$ cat src/rtl/fifo_pkg.sv
// rtl/fifo_pkg.sv - shared async-FIFO constants and Gray/binary helpers
// Helpers work on values up to FN_W bits; callers zero-extend in and truncate out.
package fifo_pkg;
    localparam int DEF_ADDR_WIDTH = 3;
    localparam int PTR_W          = DEF_ADDR_WIDTH + 1;
    localparam int FN_W           = 32;

    function automatic logic [FN_W-1:0] bin2gray(input logic [FN_W-1:0] b);
        return b ^ (b >> 1);
    endfunction

    function automatic logic [FN_W-1:0] gray2bin(input logic [FN_W-1:0] g);
        logic [FN_W-1:0] b;
        b = g;
        for (int i = 1; i < FN_W; i++) begin
            b = b ^ (g >> i);
        end
        return b;
    endfunction
endpackage

$ cat src/rtl/fifo_wr_ptr_ctrl_if.sv
// rtl/fifo_wr_ptr_ctrl_if.sv - write-side FIFO controller signal bundle
// ALMOST_FULL exists only when FIFO_WR_ALMOST_FULL_EN is defined.
interface fifo_wr_ptr_ctrl_if
    import fifo_pkg::*;
#(
    parameter int ADDR_WIDTH = DEF_ADDR_WIDTH
) ();
    localparam int PW = ADDR_WIDTH + 1;

    logic                  W_INC;
    logic [PW-1:0]         RD_PTR_SYNC;
    logic                  OVF_CLR;
    logic                  W_EN;
    logic [ADDR_WIDTH-1:0] W_ADDR;
    logic [PW-1:0]         WR_PTR_GRAY;
    logic                  FULL;
    logic [PW-1:0]         WR_LEVEL;
    logic                  OVERFLOW;
`ifdef FIFO_WR_ALMOST_FULL_EN
    logic                  ALMOST_FULL;
`endif

    modport master (
        output W_INC, RD_PTR_SYNC, OVF_CLR,
        input  W_EN, W_ADDR, WR_PTR_GRAY, FULL, WR_LEVEL, OVERFLOW
`ifdef FIFO_WR_ALMOST_FULL_EN
        , input ALMOST_FULL
`endif
    );

    modport slave (
        input  W_INC, RD_PTR_SYNC, OVF_CLR,
        output W_EN, W_ADDR, WR_PTR_GRAY, FULL, WR_LEVEL, OVERFLOW
`ifdef FIFO_WR_ALMOST_FULL_EN
        , output ALMOST_FULL
`endif
    );
endinterface

$ cat src/rtl/fifo_gray_ptr.sv
// rtl/fifo_gray_ptr.sv - binary + Gray pointer pair with increment enable
// Shared by the write- and read-side controllers.
module fifo_gray_ptr
    import fifo_pkg::*;
#(
    parameter int W = PTR_W
) (
    input  logic         CLK,
    input  logic         RST,
    input  logic         inc,
    output logic [W-1:0] bin_q,
    output logic [W-1:0] bin_next,
    output logic [W-1:0] gray_q,
    output logic [W-1:0] gray_next
);
    assign bin_next  = inc ? bin_q + W'(1) : bin_q;
    assign gray_next = W'(bin2gray(32'(bin_next)));

    // Gray is registered directly so the synchronizer never sees a decode glitch.
    always_ff @(posedge CLK or posedge RST) begin
        if (RST) begin
            bin_q  <= '0;
            gray_q <= '0;
        end else begin
            bin_q  <= bin_next;
            gray_q <= gray_next;
        end
    end
endmodule

$ cat src/rtl/fifo_wr_ptr_ctrl.sv
// rtl/fifo_wr_ptr_ctrl.sv - async FIFO write pointer, FULL/level/overflow flags
// Define FIFO_WR_ALMOST_FULL_EN to add the registered ALMOST_FULL output.
module fifo_wr_ptr_ctrl
    import fifo_pkg::*;
#(
    parameter int ADDR_WIDTH = DEF_ADDR_WIDTH,
    parameter int AF_THRESH  = 6
) (
    input  logic               CLK,
    input  logic               RST,
    fifo_wr_ptr_ctrl_if.slave  bus
);
    localparam int PW    = ADDR_WIDTH + 1;
    localparam int DEPTH = 1 << ADDR_WIDTH;

    if (ADDR_WIDTH < 2) begin : g_bad_width
        $error("fifo_wr_ptr_ctrl: ADDR_WIDTH must be at least 2");
    end
    if (AF_THRESH < 1 || AF_THRESH > DEPTH) begin : g_bad_thresh
        $error("fifo_wr_ptr_ctrl: AF_THRESH out of range");
    end

    logic [PW-1:0] wbin;
    logic [PW-1:0] wbin_next;
    logic [PW-1:0] wgray_next;
    logic [PW-1:0] rd_bin;
    logic [PW-1:0] full_cmp;
    logic [PW-1:0] level_next;
    logic          w_en;
    logic          full_next;
    logic          ovf_event;

    assign w_en        = bus.W_INC & ~bus.FULL;
    assign bus.W_EN    = w_en;
    assign bus.W_ADDR  = ADDR_WIDTH'(wbin);

    fifo_gray_ptr #(.W(PW)) u_wptr (
        .CLK       (CLK),
        .RST       (RST),
        .inc       (w_en),
        .bin_q     (wbin),
        .bin_next  (wbin_next),
        .gray_q    (bus.WR_PTR_GRAY),
        .gray_next (wgray_next)
    );

    // Full when the writer is exactly one lap ahead: top two Gray bits inverted.
    assign full_cmp   = {~bus.RD_PTR_SYNC[PW-1 -: 2], bus.RD_PTR_SYNC[PW-3:0]};
    assign full_next  = (wgray_next == full_cmp);
    assign rd_bin     = PW'(gray2bin(32'(bus.RD_PTR_SYNC)));
    assign level_next = wbin_next - rd_bin;
    assign ovf_event  = bus.W_INC & bus.FULL;

    always_ff @(posedge CLK or posedge RST) begin
        if (RST) begin
            bus.FULL     <= 1'b0;
            bus.WR_LEVEL <= '0;
            bus.OVERFLOW <= 1'b0;
        end else begin
            bus.FULL     <= full_next;
            bus.WR_LEVEL <= level_next;
            bus.OVERFLOW <= ovf_event | (bus.OVERFLOW & ~bus.OVF_CLR);
        end
    end

`ifdef FIFO_WR_ALMOST_FULL_EN
    localparam logic [PW-1:0] AF_T = PW'(AF_THRESH);

    always_ff @(posedge CLK or posedge RST) begin
        if (RST) begin
            bus.ALMOST_FULL <= 1'b0;
        end else begin
            bus.ALMOST_FULL <= (level_next >= AF_T);
        end
    end
`endif
endmodule

$ cat src/flat_wrapper.sv
// flat-port wrapper written by rule: the top's interface ports become plain ports
module fifo_wr_ptr_ctrl_flat import fifo_pkg::*;
#(
    parameter int ADDR_WIDTH = DEF_ADDR_WIDTH,
    parameter int AF_THRESH  = 6
)
  (CLK, RST, bus_W_INC, bus_RD_PTR_SYNC, bus_OVF_CLR, bus_W_EN, bus_W_ADDR, bus_WR_PTR_GRAY, bus_FULL, bus_WR_LEVEL, bus_OVERFLOW);
  fifo_wr_ptr_ctrl_if #(.ADDR_WIDTH(ADDR_WIDTH)) bus_i ();
  input  logic CLK;
  input  logic RST;
  input wire logic [$bits(bus_i.W_INC)-1:0] bus_W_INC;
  input wire logic [$bits(bus_i.RD_PTR_SYNC)-1:0] bus_RD_PTR_SYNC;
  input wire logic [$bits(bus_i.OVF_CLR)-1:0] bus_OVF_CLR;
  output wire logic [$bits(bus_i.W_EN)-1:0] bus_W_EN;
  output wire logic [$bits(bus_i.W_ADDR)-1:0] bus_W_ADDR;
  output wire logic [$bits(bus_i.WR_PTR_GRAY)-1:0] bus_WR_PTR_GRAY;
  output wire logic [$bits(bus_i.FULL)-1:0] bus_FULL;
  output wire logic [$bits(bus_i.WR_LEVEL)-1:0] bus_WR_LEVEL;
  output wire logic [$bits(bus_i.OVERFLOW)-1:0] bus_OVERFLOW;
  assign bus_i.W_INC = bus_W_INC;
  assign bus_i.RD_PTR_SYNC = bus_RD_PTR_SYNC;
  assign bus_i.OVF_CLR = bus_OVF_CLR;
  assign bus_W_EN = bus_i.W_EN;
  assign bus_W_ADDR = bus_i.W_ADDR;
  assign bus_WR_PTR_GRAY = bus_i.WR_PTR_GRAY;
  assign bus_FULL = bus_i.FULL;
  assign bus_WR_LEVEL = bus_i.WR_LEVEL;
  assign bus_OVERFLOW = bus_i.OVERFLOW;
  fifo_wr_ptr_ctrl #(.ADDR_WIDTH(ADDR_WIDTH), .AF_THRESH(AF_THRESH)) u_core (.CLK(CLK), .RST(RST), .bus(bus_i));
endmodule
$ cat config.mk
export PLATFORM = sky130hd
export DESIGN_NAME = fifo_wr_ptr_ctrl_flat
export DESIGN_NICKNAME = d
export VERILOG_FILES = /design/src/rtl/fifo_pkg.sv /design/src/rtl/fifo_wr_ptr_ctrl_if.sv /design/src/rtl/fifo_gray_ptr.sv /design/src/rtl/fifo_wr_ptr_ctrl.sv /design/src/flat_wrapper.sv
export SDC_FILE = /design/constraint.sdc
export NUM_CORES = 1
export LEC_CHECK = 0
export CORE_AREA = 3 3 47 49
export CTS_CLUSTER_SIZE = 28
export DETAILED_ROUTE_END_ITERATION = 12
export DIE_AREA = 0 0 50 52
export PLACE_DENSITY = 0.67
export SYNTH_ARGS = -nofsm -noshare
export SYNTH_HDL_FRONTEND = slang
export SYNTH_SLANG_ARGS = --single-unit
$ cat constraint.sdc
create_clock -name CLK -period 2.7 [get_ports CLK]
set_clock_uncertainty 0.2 [all_clocks]
set_input_delay 0.405 -clock CLK [delete_from_list [all_inputs] [get_ports CLK]]
set_output_delay 0.405 -clock CLK [all_outputs]
set_load 0.02 [all_outputs]
== Word level (Yosys, flattened, before mapping) ==
Cells that the tools add are included.

* $add $sub $neg: 2
* Equal/unequal tests: 1
* Mux-type cells: 1
* Bitwise logic cells: 11

{| class="wikitable"
|+ Operator list
! operator !! number
|-
| $xor A4 B3 Y4 || 2
|-
| $add A4 B1 Y4 const B || 1
|-
| $eq A4 B4 Y1 || 1
|-
| $mux W4 || 1
|-
| $sub A4 B4 Y4 || 1
|-
| $xor A4 B1 Y4 || 1
|-
| $xor A4 B2 Y4 || 1
|-
| $and A1 B1 Y1 || 3
|-
| $not A1 Y1 || 2
|-
| $not A2 Y2 || 1
|-
| $or A1 B1 Y1 || 1
|}

* Output and inout bits: 14
* Bits in registers: 14
* Logic and storage cells: 20
* Bits of input ports: 8

== Depth between registers and ports, before layout ==
* Depth after elaboration: 5
* Mapped depth: 8
* Depth with buffers taken out: 8

== Cells and area by module ==
Synthesis repeated with hierarchy kept, for this count alone.

* Cell total of the unflattened synthesis: 64
* Area total of the unflattened synthesis: 713.2 um^2

{| class="wikitable"
|+ By module, submodules not included
! module !! area each (um^2) !! times used !! cells each !! seq. area each (um^2)
|-
| fifo_wr_ptr_ctrl || 372.9 || 1 || 33 || 150.1
|-
| fifo_gray_ptr || 340.3 || 1 || 31 || 175.2
|}

== Least setup slack after synthesis ==
Ideal clock, no wire load.

* Kind: input-to-reg
* From: input bus_RD_PTR_SYNC[3]
* To: register u_core.bus.WR_LEVEL[3]
* Buffers on the path: 0
* Path slack: 0.573 ns
* Cell stages on the path: 8
* Setup time: 0.123 ns
* Arrival: 1.804 ns
* Required time: 2.377 ns
* Cell sequence: xnor2_1 -> xor2_1 -> xnor2_1 -> ha_1 -> inv_1 -> maj3_2 -> a21oi_2 -> xnor2_1

* Cells in the longest elaborated chain, start to end: 4

{| class="wikitable"
|+ RTL lines
! element !! RTL line !! source
|-
| start, declared || flat_wrapper.sv:12 || <nowiki>input wire logic [$bits(bus_i.RD_PTR_SYNC)-1:0] bus_RD_PTR_SYNC;</nowiki>
|-
| $xor A4 B3 Y4 || fifo_pkg.sv:16 || <nowiki>b = b ^ (g >> i);</nowiki>
|-
| $xor A4 B2 Y4 || fifo_pkg.sv:16 ||
|-
| $xor A4 B1 Y4 (*) || fifo_pkg.sv:16 ||
|-
| $sub A4 B4 Y4 (*) || fifo_wr_ptr_ctrl.sv:51 || <nowiki>assign level_next = wbin_next - rd_bin;</nowiki>
|-
| named net u_core.level_next[3] || fifo_wr_ptr_ctrl.sv:28 || <nowiki>logic [PW-1:0] level_next;</nowiki>
|-
| end signal, assigned || fifo_wr_ptr_ctrl.sv:61 || <nowiki>bus.WR_LEVEL <= level_next;</nowiki>
|-
| end, declared || fifo_wr_ptr_ctrl_if.sv:33 || <nowiki>output W_EN, W_ADDR, WR_PTR_GRAY, FULL, WR_LEVEL, OVERFLOW</nowiki>
|}

The timed path passes the listed nets; every way through them passes the cells marked *.

== Worst setup path in the final report ==
* From: input bus_W_INC
* To: output bus_W_EN

* Cells in the longest elaborated chain, start to end: 1

{| class="wikitable"
|+ RTL lines
! element !! RTL line !! source
|-
| start, declared || flat_wrapper.sv:11 || <nowiki>input wire logic [$bits(bus_i.W_INC)-1:0] bus_W_INC;</nowiki>
|-
| $and A1 B1 Y1 || fifo_wr_ptr_ctrl.sv:33 || <nowiki>assign w_en = bus.W_INC & ~bus.FULL;</nowiki>
|-
| end, declared || flat_wrapper.sv:14 || <nowiki>output wire logic [$bits(bus_i.W_EN)-1:0] bus_W_EN;</nowiki>
|}

No other way between the ends.

==> metrics.md <==
| Metric | Value |
|---|---|
| Synth Area in Compound Gates | ~4.6% |
| Period utilization | between 80% and 90% |
| Initial antenna violation count | 0 |
| I/O pins | 22 |
| Largest net degree at the start of global routing | 14 |
| Slew HR | about 67% |
| Outcome | completed |
| Post-Synthesis Cells | between 60 and 70 |
| Die width | about 50 µm |
| Max cap viols | 0 |
| Synth Area in Simple Gates | roughly 9.7% |
| Least-Margin Pin Slew | 0.500 ns |
| # hold bufs at CTS | 0 |
| Synth Area in Adders | a little under 9% |
| Placer Congestion | between 0.7 and 0.8 |
| R2r setup slk | between 0.5 and 0.6 ns |
| Final core occ | around 53% |
| Clk_lat worst skew | approximately 0.27 ns |
| Core Region | approximately 0.0019 mm² |
| Top cells by area, synth | dfrtp_1 (46%), xnor2_1 (12%), ha_1 (7.1%) |
| Root buf cell | clkbuf_4 |
| CTS buffer count | 3 |
| Post-synthesis area per instance | around 12 µm² |
| DR vias/cell | roughly 4.5 |
| Crit path top cell by count | clkdlybuf4s50_1 |
| TritonCTS clock tree | yes |
| Critical path class | in -> out |
| Filler cell count | between 150 and 200 |
| Total power | around 1.5 mW |
| Multi-input gate area | roughly 350 µm² |
| Worst-path clk slew | around 0.080 ns |
| Combinational family with the most area after synthesis | XOR/XNOR gates |
| Post-synthesis xor/xnor area fraction | approximately a fifth |
| Total number of vias | ~520 |
| Initial core utilization | between 30% and 40% |
| Register Area | 325 µm² |
| Max Freq | between 400 and 500 MHz |
| Lkg Pwr | between 0.4 and 0.5 nW |
| Gr ovfl total | 0 |
| TritonCTS Sinks | 13 |
| Worst path max stage delay | roughly 0.6 ns |
| Final setup vio count | 0 |
| CP required | about 2.1 ns |
| Number of cells upsized or downsized after cts | 0 |
| Fin nets | approximately 100 |
| Layout cells sized above 1 | between 10% and 20% |
| Post-CTS Setup Inserts | 0 |
| Top cell type's share of synthesized area | a little under half |
| VDD IR max | between 500 and 600 µV |
| Full die area | ~0.0026 mm² |
| 1st-iter DRT viols | 4 |
| Final Max Slew Viols | 0 |
| CTS H-tree depth | 1 |
| CP cell instances | clkdlybuf4s50_1 > nand2b_4 > inv_1 > clkdlybuf4s50_1 |
| Vias in the first global route | just over 500 |
| Drt total wl | about 1.3 mm |
| Post-synthesis mux area share | under 10% |
| Worst-case clock buffer depth | 2 |
| Buffers and inverters on the worst path | 3 |
| Top delay family on crit path | buffers and inverters |
| Startpoint types | primary input |
| Number of distinct library cells after synthesis | 22 |
| First-pass GRT wire length | approximately 2.2 mm |
| Syn-to-layout area delta | 42.3% |
| Ant. Diodes | 0 |
| Cell taking the most area after synthesis | dfrtp_1 |
| CP Capture Type | output port |
| Pwr dens | between 1000 and 1500 mW/mm² |
| Chip height | between 50 and 60 µm |
| Hold Worst Slack | around 0.25 ns |
| Number of remaining DRC errors | 0 |
| Mapped Nets | 73 |
| DRT antenna net count | 0 |
| Crit path arrival time | ~1.7 ns |
| Final hold viol count | 0 |
| Port Buffer Count | 21 |
| Final min period | about 2.3 ns |
| Setup_tns | 0 ns |
| Synth warnings | 0 |
| Worst hold-check path type | in -> async |
| Post-synthesis cell area | between 700 and 800 µm² |
| FF+latch count, synth | 13 |
| Placement row count | 16 |
| CP max-delay cell | clkdlybuf4s50_1 |
| CP max FO | 4 |
| RSZ-0062 raised after global routing | false |
| Gr usage total | 11.6% |
| TritonRoute pass-1 iters | 2 |
| Post-DR wirelength/cell | approximately 11 µm |
| Register area share after synthesis | a little under half |
| Dpl hpwl | 1.06 mm |
-- layer usage --
layer	GRT usage, %	routed length, µm	up-vias
li1	-	-	256
met3	2.29	68	2
met2	17.6	638	15
met5	0	0	-
met4	8.29	17	0
met1	14.6	587	248
-- kinds of logic after synthesis --
| kind of cell | Yosys count |
|---|---|
| AND/OR/NAND/NOR | 11 |
| adder cells (fa/ha/maj) | 5 |
| buffers and inverters | 9 |
| XOR/XNOR | 15 |
| AO/OA/AOI/OAI | 5 |
| multiplexers | 3 |
| flip-flops | 13 |
-- power by group --
part           switching [mW]  leakage, nW  internal (mW)
combinational           0.474        0.271          0.488
clock                  0.0639       0.0150         0.0572
sequential             0.0650        0.156          0.305
total                   0.602        0.442          0.850
-- layout by cell type, fill, tap and decap left out --
master           Yosys  layout
clkbuf_4             0       3
clkbuf_1             0       1
xor2_1               4       4
o21ai_0              1       1
dfrtp_1             13      13
nand2_1              2       2
buf_4                0       4
mux2i_1              2       2
mux2i_4              1       1
a21oi_2              1       1
or3_1                1       1
maj3_2               1       1
inv_2                1       1
nor3b_1              1       1
inv_1                8       8
ha_1                 4       4
xnor2_1             10      10
nand2b_4             1       1
xnor3_1              1       1
clkdlybuf4s50_1      0      21
nor2_1               2       2
o32ai_1              1       1
a21oi_1              2       2
nand4_1              1       1
and2_1               2       2
nand3b_1             1       1
-- final cells by class --
class                           instances  area share, %
Clock buffer                            4           2.60
Sequential cell                        13           32.2
Inverter                                9           3.35
Tap cell                               27           3.35
Multi-Input combinational cell         39           34.7
Timing Repair Buffer                   25           23.8
-- worst paths after layout --
kind,startpoint,endpoint,depth (start not counted)
min in group CLK,u_core.bus.OVERFLOW,u_core.bus.OVERFLOW,2
max,bus_W_INC,bus_W_EN,4
max in group asynchronous,RST,u_core.bus.OVERFLOW,2
min,RST,u_core.u_wptr.bin_q[0],2
max reg2reg,u_core.u_wptr.bin_q[0],u_core.bus.FULL,6
min reg2reg,u_core.bus.OVERFLOW,u_core.bus.OVERFLOW,2
-- through the flow --
stage	cell area, µm²	std cells	setup WS [ns]
2_1_floorplan	709	61	0.573
3_3_place_gp	983	113	0.159
3_5_place_dp	983	113	0.112
4_1_cts	1010	117	0.345
5_1_grt	1010	117	0.254
6_report	1010	117	0.354
-- sequential cells by signal, indices dropped and copies added (netlist names) --
| name | cells |
|---|---|
| u_core.bus.WR_LEVEL | 4 |
| u_core.u_wptr.bin_q | 4 |
| u_core.u_wptr.gray_q | 3 |
| u_core.bus.FULL | 1 |
| u_core.bus.OVERFLOW | 1 |
-- cell usage after synthesis --
library cell  count
dfrtp_1          13
xnor2_1          10
inv_1             8
ha_1              4
xor2_1            4
a21oi_1           2
and2_1            2
mux2i_1           2
nand2_1           2
nor2_1            2
a21oi_2           1
inv_2             1
maj3_2            1
mux2i_4           1
nand2b_4          1
nand3b_1          1
nand4_1           1
nor3b_1           1
o21ai_0           1
o32ai_1           1
or3_1             1
xnor3_1           1
No activity file was read; power rests on OpenSTA's default activity.
